File: config.mk
export PLATFORM = sky130hd
export DESIGN_NAME = lsu_ctrl
export DESIGN_NICKNAME = d
export VERILOG_FILES = /design/src/rtl/lsu_pkg.sv /design/src/rtl/load_align.sv /design/src/rtl/lsu_ctrl.sv
export SDC_FILE = /design/constraint.sdc
export NUM_CORES = 1
export LEC_CHECK = 0
export ABC_AREA = 1
export CORE_MARGIN = 2
export CORE_UTILIZATION = 39
export CTS_CLUSTER_SIZE = 28
export DETAILED_ROUTE_END_ITERATION = 10
export GPL_ROUTABILITY_DRIVEN = 0
export HOLD_SLACK_MARGIN = 0.06
export PLACE_DENSITY = 0.8
export SYNTH_ARGS = -nofsm -noshare
export SYNTH_HDL_FRONTEND = slang
export SYNTH_SLANG_ARGS = --single-unit
File: constraint.sdc
create_clock -name clk -period 3.3 [get_ports clk]
set_input_delay 0.66 -clock clk [delete_from_list [all_inputs] [get_ports clk]]
set_output_delay 0.66 -clock clk [all_outputs]
set_load 0.05 [all_outputs]
File: src/rtl/lsu_pkg.sv
// Shared encodings for the load/store controller: sel codes, FSM states and
// helpers for the timeout counter width and request legality.
package lsu_pkg;

  localparam logic [2:0] SelLw  = 3'b000;
  localparam logic [2:0] SelLh  = 3'b001;
  localparam logic [2:0] SelLb  = 3'b010;
  localparam logic [2:0] SelLhu = 3'b011;
  localparam logic [2:0] SelLbu = 3'b100;

  localparam logic [2:0] SelSw  = 3'b000;
  localparam logic [2:0] SelSh  = 3'b001;
  localparam logic [2:0] SelSb  = 3'b010;

  localparam int unsigned TimeoutDefault = 255;

  typedef enum logic [1:0] {
    StIdle = 2'b00,
    StBusy = 2'b01,
    StDone = 2'b10,
    StErr  = 2'b11
  } lsu_state_e;

  // A zero timeout still needs a 1-bit counter so the port widths stay legal.
  function automatic int unsigned cnt_width(input int unsigned timeout);
    return (timeout == 0) ? 1 : $clog2(timeout + 1);
  endfunction

  function automatic logic req_legal(input logic we, input logic [2:0] sel, input logic [1:0] off);
    logic ok;
    ok = 1'b0;
    if (we) begin
      case (sel)
        SelSw:   ok = (off == 2'b00);
        SelSh:   ok = !off[0];
        SelSb:   ok = 1'b1;
        default: ok = 1'b0;
      endcase
    end else begin
      case (sel)
        SelLw:          ok = (off == 2'b00);
        SelLh, SelLhu:  ok = !off[0];
        SelLb, SelLbu:  ok = 1'b1;
        default:        ok = 1'b0;
      endcase
    end
    return ok;
  endfunction

endpackage

File: src/rtl/load_align.sv
// Shifts the addressed lane of a read word down to bit 0 and applies the
// sign or zero extension selected by the load type.
module load_align
  import lsu_pkg::*;
(
  input  logic [31:0] rdata_i,
  input  logic [1:0]  offset_i,
  input  logic [2:0]  sel_i,
  output logic [31:0] data_o
);

  logic [31:0] shifted;

  assign shifted = rdata_i >> {offset_i, 3'b000};

  always_comb begin
    data_o = '0;
    case (sel_i)
      SelLw:   data_o = shifted;
      SelLh:   data_o = {{16{shifted[15]}}, shifted[15:0]};
      SelLb:   data_o = {{24{shifted[7]}}, shifted[7:0]};
      SelLhu:  data_o = {16'h0000, shifted[15:0]};
      SelLbu:  data_o = {24'h000000, shifted[7:0]};
      default: data_o = '0;
    endcase
  end

endmodule

File: src/rtl/lsu_ctrl.sv
// Load/store sequencer: checks a request, issues one word-aligned memory access,
// waits for the acknowledge (or times out) and returns a one-cycle response.
module lsu_ctrl
  import lsu_pkg::*;
#(
  parameter int unsigned XLEN    = 32,
  parameter int unsigned TIMEOUT = TimeoutDefault
) (
  input  logic            clk,
  input  logic            rst,
  input  logic            req_valid,
  output logic            req_ready,
  input  logic            req_we,
  input  logic [2:0]      req_sel,
  input  logic [XLEN-1:0] req_addr,
  input  logic [XLEN-1:0] req_wdata,
  output logic            resp_valid,
  output logic [XLEN-1:0] resp_rdata,
  output logic            resp_err,
  output logic            mem_req,
  output logic            mem_we,
  output logic [3:0]      mem_be,
  output logic [XLEN-1:0] mem_addr,
  output logic [XLEN-1:0] mem_wdata,
  input  logic            mem_ack,
  input  logic [XLEN-1:0] mem_rdata,
  output logic            stall
);

  localparam int unsigned    CntW      = cnt_width(TIMEOUT);
  localparam logic           TimeoutEn = (TIMEOUT != 0);
  localparam logic [CntW-1:0] CntLast  = CntW'(TIMEOUT - 1);

  lsu_state_e      state_q, state_d;
  logic [CntW-1:0] cnt_q, cnt_d;
  logic            we_q, we_d;
  logic [2:0]      sel_q, sel_d;
  logic [1:0]      off_q, off_d;
  logic            req_ready_q, req_ready_d;
  logic            resp_valid_q, resp_valid_d;
  logic            resp_err_q, resp_err_d;
  logic [XLEN-1:0] resp_rdata_q, resp_rdata_d;
  logic            mem_req_q, mem_req_d;
  logic            mem_we_q, mem_we_d;
  logic [3:0]      mem_be_q, mem_be_d;
  logic [XLEN-1:0] mem_addr_q, mem_addr_d;
  logic [XLEN-1:0] mem_wdata_q, mem_wdata_d;

  logic [3:0]      st_be;
  logic [XLEN-1:0] st_wdata;
  logic [XLEN-1:0] load_data;

  load_align u_load_align (
    .rdata_i  (mem_rdata),
    .offset_i (off_q),
    .sel_i    (sel_q),
    .data_o   (load_data)
  );

  // Store data is replicated across lanes so the memory just honours mem_be.
  always_comb begin
    st_be    = 4'b1111;
    st_wdata = req_wdata;
    case (req_sel)
      SelSh: begin
        st_be    = 4'b0011 << req_addr[1:0];
        st_wdata = {2{req_wdata[15:0]}};
      end
      SelSb: begin
        st_be    = 4'b0001 << req_addr[1:0];
        st_wdata = {4{req_wdata[7:0]}};
      end
      default: begin
        st_be    = 4'b1111;
        st_wdata = req_wdata;
      end
    endcase
  end

  always_comb begin
    state_d      = state_q;
    cnt_d        = cnt_q;
    we_d         = we_q;
    sel_d        = sel_q;
    off_d        = off_q;
    resp_valid_d = 1'b0;
    resp_err_d   = 1'b0;
    resp_rdata_d = '0;
    mem_we_d     = mem_we_q;
    mem_be_d     = mem_be_q;
    mem_addr_d   = mem_addr_q;
    mem_wdata_d  = mem_wdata_q;

    unique case (state_q)
      StIdle: begin
        if (req_valid) begin
          we_d  = req_we;
          sel_d = req_sel;
          off_d = req_addr[1:0];
          if (!req_legal(req_we, req_sel, req_addr[1:0])) begin
            state_d      = StErr;
            resp_valid_d = 1'b1;
            resp_err_d   = 1'b1;
          end else begin
            state_d     = StBusy;
            cnt_d       = '0;
            mem_we_d    = req_we;
            mem_be_d    = req_we ? st_be : 4'b1111;
            mem_addr_d  = {req_addr[XLEN-1:2], 2'b00};
            mem_wdata_d = req_we ? st_wdata : '0;
          end
        end
      end
      StBusy: begin
        cnt_d = cnt_q + CntW'(1);
        // Acknowledge takes priority over a timeout expiring in the same cycle.
        if (mem_ack) begin
          state_d      = StDone;
          resp_valid_d = 1'b1;
          resp_rdata_d = we_q ? '0 : load_data;
        end else if (TimeoutEn && (cnt_q == CntLast)) begin
          state_d      = StErr;
          resp_valid_d = 1'b1;
          resp_err_d   = 1'b1;
        end
      end
      StDone, StErr: state_d = StIdle;
      default:       state_d = StIdle;
    endcase

    req_ready_d = (state_d == StIdle);
    mem_req_d   = (state_d == StBusy);
  end

  always_ff @(posedge clk) begin
    if (rst) begin
      state_q      <= StIdle;
      cnt_q        <= '0;
      we_q         <= 1'b0;
      sel_q        <= '0;
      off_q        <= '0;
      req_ready_q  <= 1'b1;
      resp_valid_q <= 1'b0;
      resp_err_q   <= 1'b0;
      resp_rdata_q <= '0;
      mem_req_q    <= 1'b0;
      mem_we_q     <= 1'b0;
      mem_be_q     <= '0;
      mem_addr_q   <= '0;
      mem_wdata_q  <= '0;
    end else begin
      state_q      <= state_d;
      cnt_q        <= cnt_d;
      we_q         <= we_d;
      sel_q        <= sel_d;
      off_q        <= off_d;
      req_ready_q  <= req_ready_d;
      resp_valid_q <= resp_valid_d;
      resp_err_q   <= resp_err_d;
      resp_rdata_q <= resp_rdata_d;
      mem_req_q    <= mem_req_d;
      mem_we_q     <= mem_we_d;
      mem_be_q     <= mem_be_d;
      mem_addr_q   <= mem_addr_d;
      mem_wdata_q  <= mem_wdata_d;
    end
  end

  assign req_ready  = req_ready_q;
  assign stall      = ~req_ready_q;
  assign resp_valid = resp_valid_q;
  assign resp_err   = resp_err_q;
  assign resp_rdata = resp_rdata_q;
  assign mem_req    = mem_req_q;
  assign mem_we     = mem_we_q;
  assign mem_be     = mem_be_q;
  assign mem_addr   = mem_addr_q;
  assign mem_wdata  = mem_wdata_q;

endmodule

After elaboration in Yosys (flattened, before gate mapping)
Index checks and enable logic that the tools add are counted.

Shifts and indexed selects: 3. Eq/ne operators: 15. Add/sub/neg operators: 1. Reduce and logical (&&, ||, !) cells: 14. Bitwise operators: 3. Muxes and demuxes: 25.

Operators with widths (number): 32-bit one-hot mux with 5 select lines (1); 32-bit one-hot mux with 2 select lines (1); 32-bit 2-to-1 mux (1); 32-bit by 5-bit right shift with 32-bit output (1); 8-bit 2-to-1 mux (2); 8-bit one-hot mux with 2 select lines (1); 3-bit by 2-bit equality test with 1-bit output (second input constant) (4); 8-bit by 1-bit adder with 8-bit output (second input constant) (1); 8-bit equality test (second input constant) (1); 1-bit 2-to-1 mux (8); 2-bit 2-to-1 mux (4); 4-bit one-hot mux with 2 select lines (1); 3-bit by 1-bit equality test with 1-bit output (second input constant) (2); 3-bit equality test (second input constant) (2); 2-bit zero test (3); 3-bit zero test (2); 1-bit one-hot mux with 3 select lines (2); 2-bit one-hot mux with 3 select lines (1); 3-bit AND reduction (2); 2-bit OR reduction (3); 2-bit by 1-bit equality test with 1-bit output (second input constant) (2); 2-bit equality test (second input constant) (2); 4-bit 2-to-1 mux (1); 2-bit != test (second input constant) (2); 8 further kinds (11).

Flip-flop bits (word level): 119. Input bits: 104. Output and inout bits: 106. Word-level logic and storage cells: 75.

Logic depth before layout (Yosys ltp)
Word-level depth: 10. Gate-level depth with buffers: 10.

Cells and area by module
A second synthesis with hierarchy kept.

Cell total of the unflattened synthesis: 800. Area total of the unflattened synthesis: 5502.8 µm².

Modules (own cells, without submodules): lsu_ctrl (cells each 605, area each 4581.9 µm², instances 1); load_align (cells each 195, area each 920.9 µm², instances 1).

Worst setup path after synthesis
Ideal clock, no wire load.

Path kind: input -> register. Start: input port req_sel[2]. End: register mem_addr_q[24], in the netlist mem_addr[24]. Required time: 3184 ps. Buffers on the path: 1. Stages: 9. Arrival: 1626 ps. Slack: 1559 ps. Setup time: 116 ps. Cell sequence: nor2_1 > nand2_2 > nand2_4 > nand3_2 > nand3_4 > nand2_4 > buf_4 > o21ai_0 > nor2_1.

Cells in the longest elaborated chain, start to end: 7.

Ends and longest elaborated chain: start, declared (RTL line lsu_ctrl.sv:14) `input logic [2:0] req_sel,`; 3-bit by 2-bit equality test with 1-bit output (tied with other cells) (RTL line lsu_pkg.sv:33, lsu_pkg.sv:40); 2-bit OR reduction (RTL line lsu_pkg.sv:40) `case (sel)`; 1-bit one-hot mux with 3 select lines (RTL line lsu_pkg.sv:40); 1-bit 2-to-1 mux * (RTL line lsu_pkg.sv:32) `if (we) begin`; 1-bit 2-to-1 mux * (RTL line lsu_ctrl.sv:96) `if (req_valid) begin`; 1-bit 2-to-1 mux * (RTL line lsu_ctrl.sv:94) `unique case (state_q)`; 3-bit AND reduction (no line) *; end signal, assigned (RTL line lsu_ctrl.sv:164) `mem_addr_q <= mem_addr_d;`; end, declared (RTL line lsu_ctrl.sv:46) `logic [XLEN-1:0] mem_addr_q, mem_addr_d;`.

Every way passes the cells marked *; elsewhere a longest branch is shown, timed or not. The select of a mux whose other input is x is not followed. A chain may end at the register's enable or synchronous reset.

Worst setup path in the final report
Start: input port req_sel[2]. End: register mem_addr_q[4], in the netlist mem_addr[4].

The elaborated chain is that of the path after synthesis.

==> impl_metrics.toml <==
[synth]
synth_edf_count = 0
synthFlopType = "dfxtp_1"
synth.avg_cell_area_sq_um = 7.14
async_reset_ff_frac = 0
synthesis.area_sq_um = 5210
yosys_warnings = 0
yosys_register_bits = 119
syn_inst = 730
synth_cell_types = 32
synth_seq_area_share = 0.457

[clock_network]
clkLatencyLatePin_ps = 410
cts_made_buffers = 17
clk_pin_slew_worst_paths_ps = 50
clock_tree.root_cell = "clkbuf_16"
cts_setup_buffers = 0
clk_path_buf_depth = 2
cts_sinks = 119
cts_tree = "yes"
cts_resized = 0
htree_levels = 4
cts_hold_buf = 0

[floorplan]
io-pin-count = 210
rows = 42
floorplan.initialDensity = 0.397
core_area_sq_um = 13100
die_x_um = 120
die_area_sq_um = 14300
die_height_um = 120

[timing]
fin_skew_ps = 7.54
min_period_ps = 2560
rsz0062_at_grt = "no"
hold_violations = 0
tightest_slew_ps = 632
fin_setup_tns_ps = 0
drv_slew = 0
setup_viol = 0
relSlewSlack = 0.577
min_period_over_period = 0.776
max_freq_ghz = 0.391

[worst_setup_path]
worstReg2RegEnd = "resp_rdata[20]$_SDFF_PP0_"
critPathCaptureType = "flop"
slowest_delay_ps = 500
reg2reg_depth = 5
worst-path-buf-inv = 3
critPathRequiredTime_ps = 3640
path_max_fanout = 42
start_kind = "input pin"
cp_cell_sequence = "clkdlybuf4s50_1, inv_1, nand3b_1, nand2_4, nand3_2, nand3_4, nand2_4, inv_4, nor2_1, nor2_1"
r2r-start = "off_q[1]$_SDFFE_PP0P_"
slowest_stage = "clkdlybuf4s50_1"
timing.reg2reg.setup_slack_ps = 1460
critPathKind = "in2reg"
critPathTopFamily = "simple AND/OR/NAND/NOR gates"
worstPathArrival_ps = 2900

[detailed_routing]
avgViaCountPerCell = 4.97
wl_um = 15600
drt-initial-drc-count = 419
via_count = 5537
wl_per_cell_um = 14.0
drc = 0
ant_nets = 0
firstDrtPassIters = 6

[place]
dp_hpwl_um = 11100
placed_cells = 1082
numPortBuffers = 207

[grt]
grt_pass1_wl_um = 24800
grt_overflow = 0
grt_max_degree = 43
grt_pass1_vias = 5065
antenna_found_initial = 0
grt_usage = 0.217

[power]
p_leak_uw = 0.00322
p_total_uw = 4300
irDropWorstVdd_mv = 0.330
power_density_nw_per_um2 = 537

[finish]
syn_to_final_growth_pct = 53.5
n_antenna_cell = 0
fillers = 1158
multi_input_area_sq_um = 2410
seqCellArea_sq_um = 2380
final_net_count = 1031
drive_gt1_frac = 0.0789
layout_commonest_cell = "clkdlybuf4s50_1"
final_cell_mix = "clkdlybuf4s50_1 (207), nand2_1 (169), dfxtp_1 (119), nor2_1 (103), a21oi_1 (69)"
fin_cells = 1114

[min_path]
min_path_type = "reg2reg"
worstHoldStart = "mem_wdata[2]$_SDFFE_PP0P_"
whs_endpoint = "mem_wdata[2]$_SDFFE_PP0P_"
holdPathStages = 2

[status]
status = "finished, final reports clean"

[run]
maxCapViolations = 0
-- cell families after synthesis --
logic type      synth area share
simple gates               0.314
compound gates             0.143
buf+inv                   0.0807
flops                      0.457
other cells             0.000720
fa+ha+maj                0.00480
-- how the worst max path moves through the flow --
stage | end | start | slack [ps] | depth (start not counted)
6_report | mem_addr[4]$_SDFFE_PP0P_ | req_sel[2] | 740 | 10
5_1_grt | mem_addr[14]$_SDFFE_PP0P_ | req_sel[2] | 560 | 10
4_1_cts | mem_addr[4]$_SDFFE_PP0P_ | req_sel[2] | 740 | 10
3_5_place_dp | mem_addr[4]$_SDFFE_PP0P_ | req_sel[2] | 310 | 10
3_3_place_gp | cnt_q[0]$_SDFFE_PP0P_ | req_sel[2] | 460 | 10
2_1_floorplan | mem_addr[24]$_SDFFE_PP0P_ | req_sel[2] | 1560 | 9
-- state kept, by name, summed over array words and instances (netlist names) --
signal / count
resp_rdata: 32
req_ready: 1
we_q: 1
resp_err: 1
mem_req: 1
mem_wdata: 32
sel_q: 3
mem_be: 4
mem_addr: 30
cnt_q: 8
resp_valid: 1
off_q: 2
mem_we: 1
state_q: 2
-- synth_stat cells, types with 3 or more instances --
library cell  instances  area share
nand4_1              20       0.024
dfxtp_1             119        0.46
nand2_2               3      0.0036
buf_2                13       0.012
clkbuf_1             17       0.012
nand2_1             169        0.12
nor2_1              103       0.074
a311oi_1              7       0.012
o21ai_0              63       0.061
buf_4                 5      0.0072
inv_1                43       0.031
or2_2                20       0.024
buf_6                 6       0.013
nand3_1              51       0.049
a21oi_1              69       0.066
-- cell type report --
| class | count | share of cell area |
|---|---|---|
| inverters | 47 | 0.0224 |
| flip-flops and latches | 119 | 0.298 |
| repair buffers | 218 | 0.271 |
| clock buffers | 18 | 0.0549 |
| clock inverters | 14 | 0.0249 |
| well taps | 176 | 0.0275 |
| multi-input cells | 522 | 0.302 |
-- worst register-to-register path, stage by stage, from the launching register on --
cell and delay (ps):
dfxtp_1 390, inv_2 370, nand3_1 560, a21oi_1 280, o21ai_0 130, inv_1 60
-- stage by stage --
| step | hold WS [ps] | worst slack [ps] | cell area [sq um] | util |
|---|---|---|---|---|
| finish | 464 | 739 | 8000 | 0.609 |
| global route | 483 | 557 | 8000 | 0.609 |
| CTS | 466 | 740 | 8000 | 0.609 |
| detailed placement | 453 | 306 | 7360 | 0.560 |
| global placement | 447 | 458 | 7360 | 0.560 |
| floorplan | 446 | 1560 | 5220 | - |
-- metal layers --
metal | global-route usage | up-vias | routed length [um]
met1 | 0.260 | 2469 | 6500
met5 | 0 | - | 0
met3 | 0.0699 | 27 | 1390
li1 | - | 2777 | -
met4 | 0.0868 | 0 | 275
met2 | 0.361 | 264 | 7460
-- power breakdown --
group	internal [uW]	switching [uW]	leakage (uW)
clock	1290	693	0.000299
combinational	301	486	0.00196
sequential	1490	31.7	0.000965
total	3080	1210	0.00322
Power figures use the tool's default switching activity.
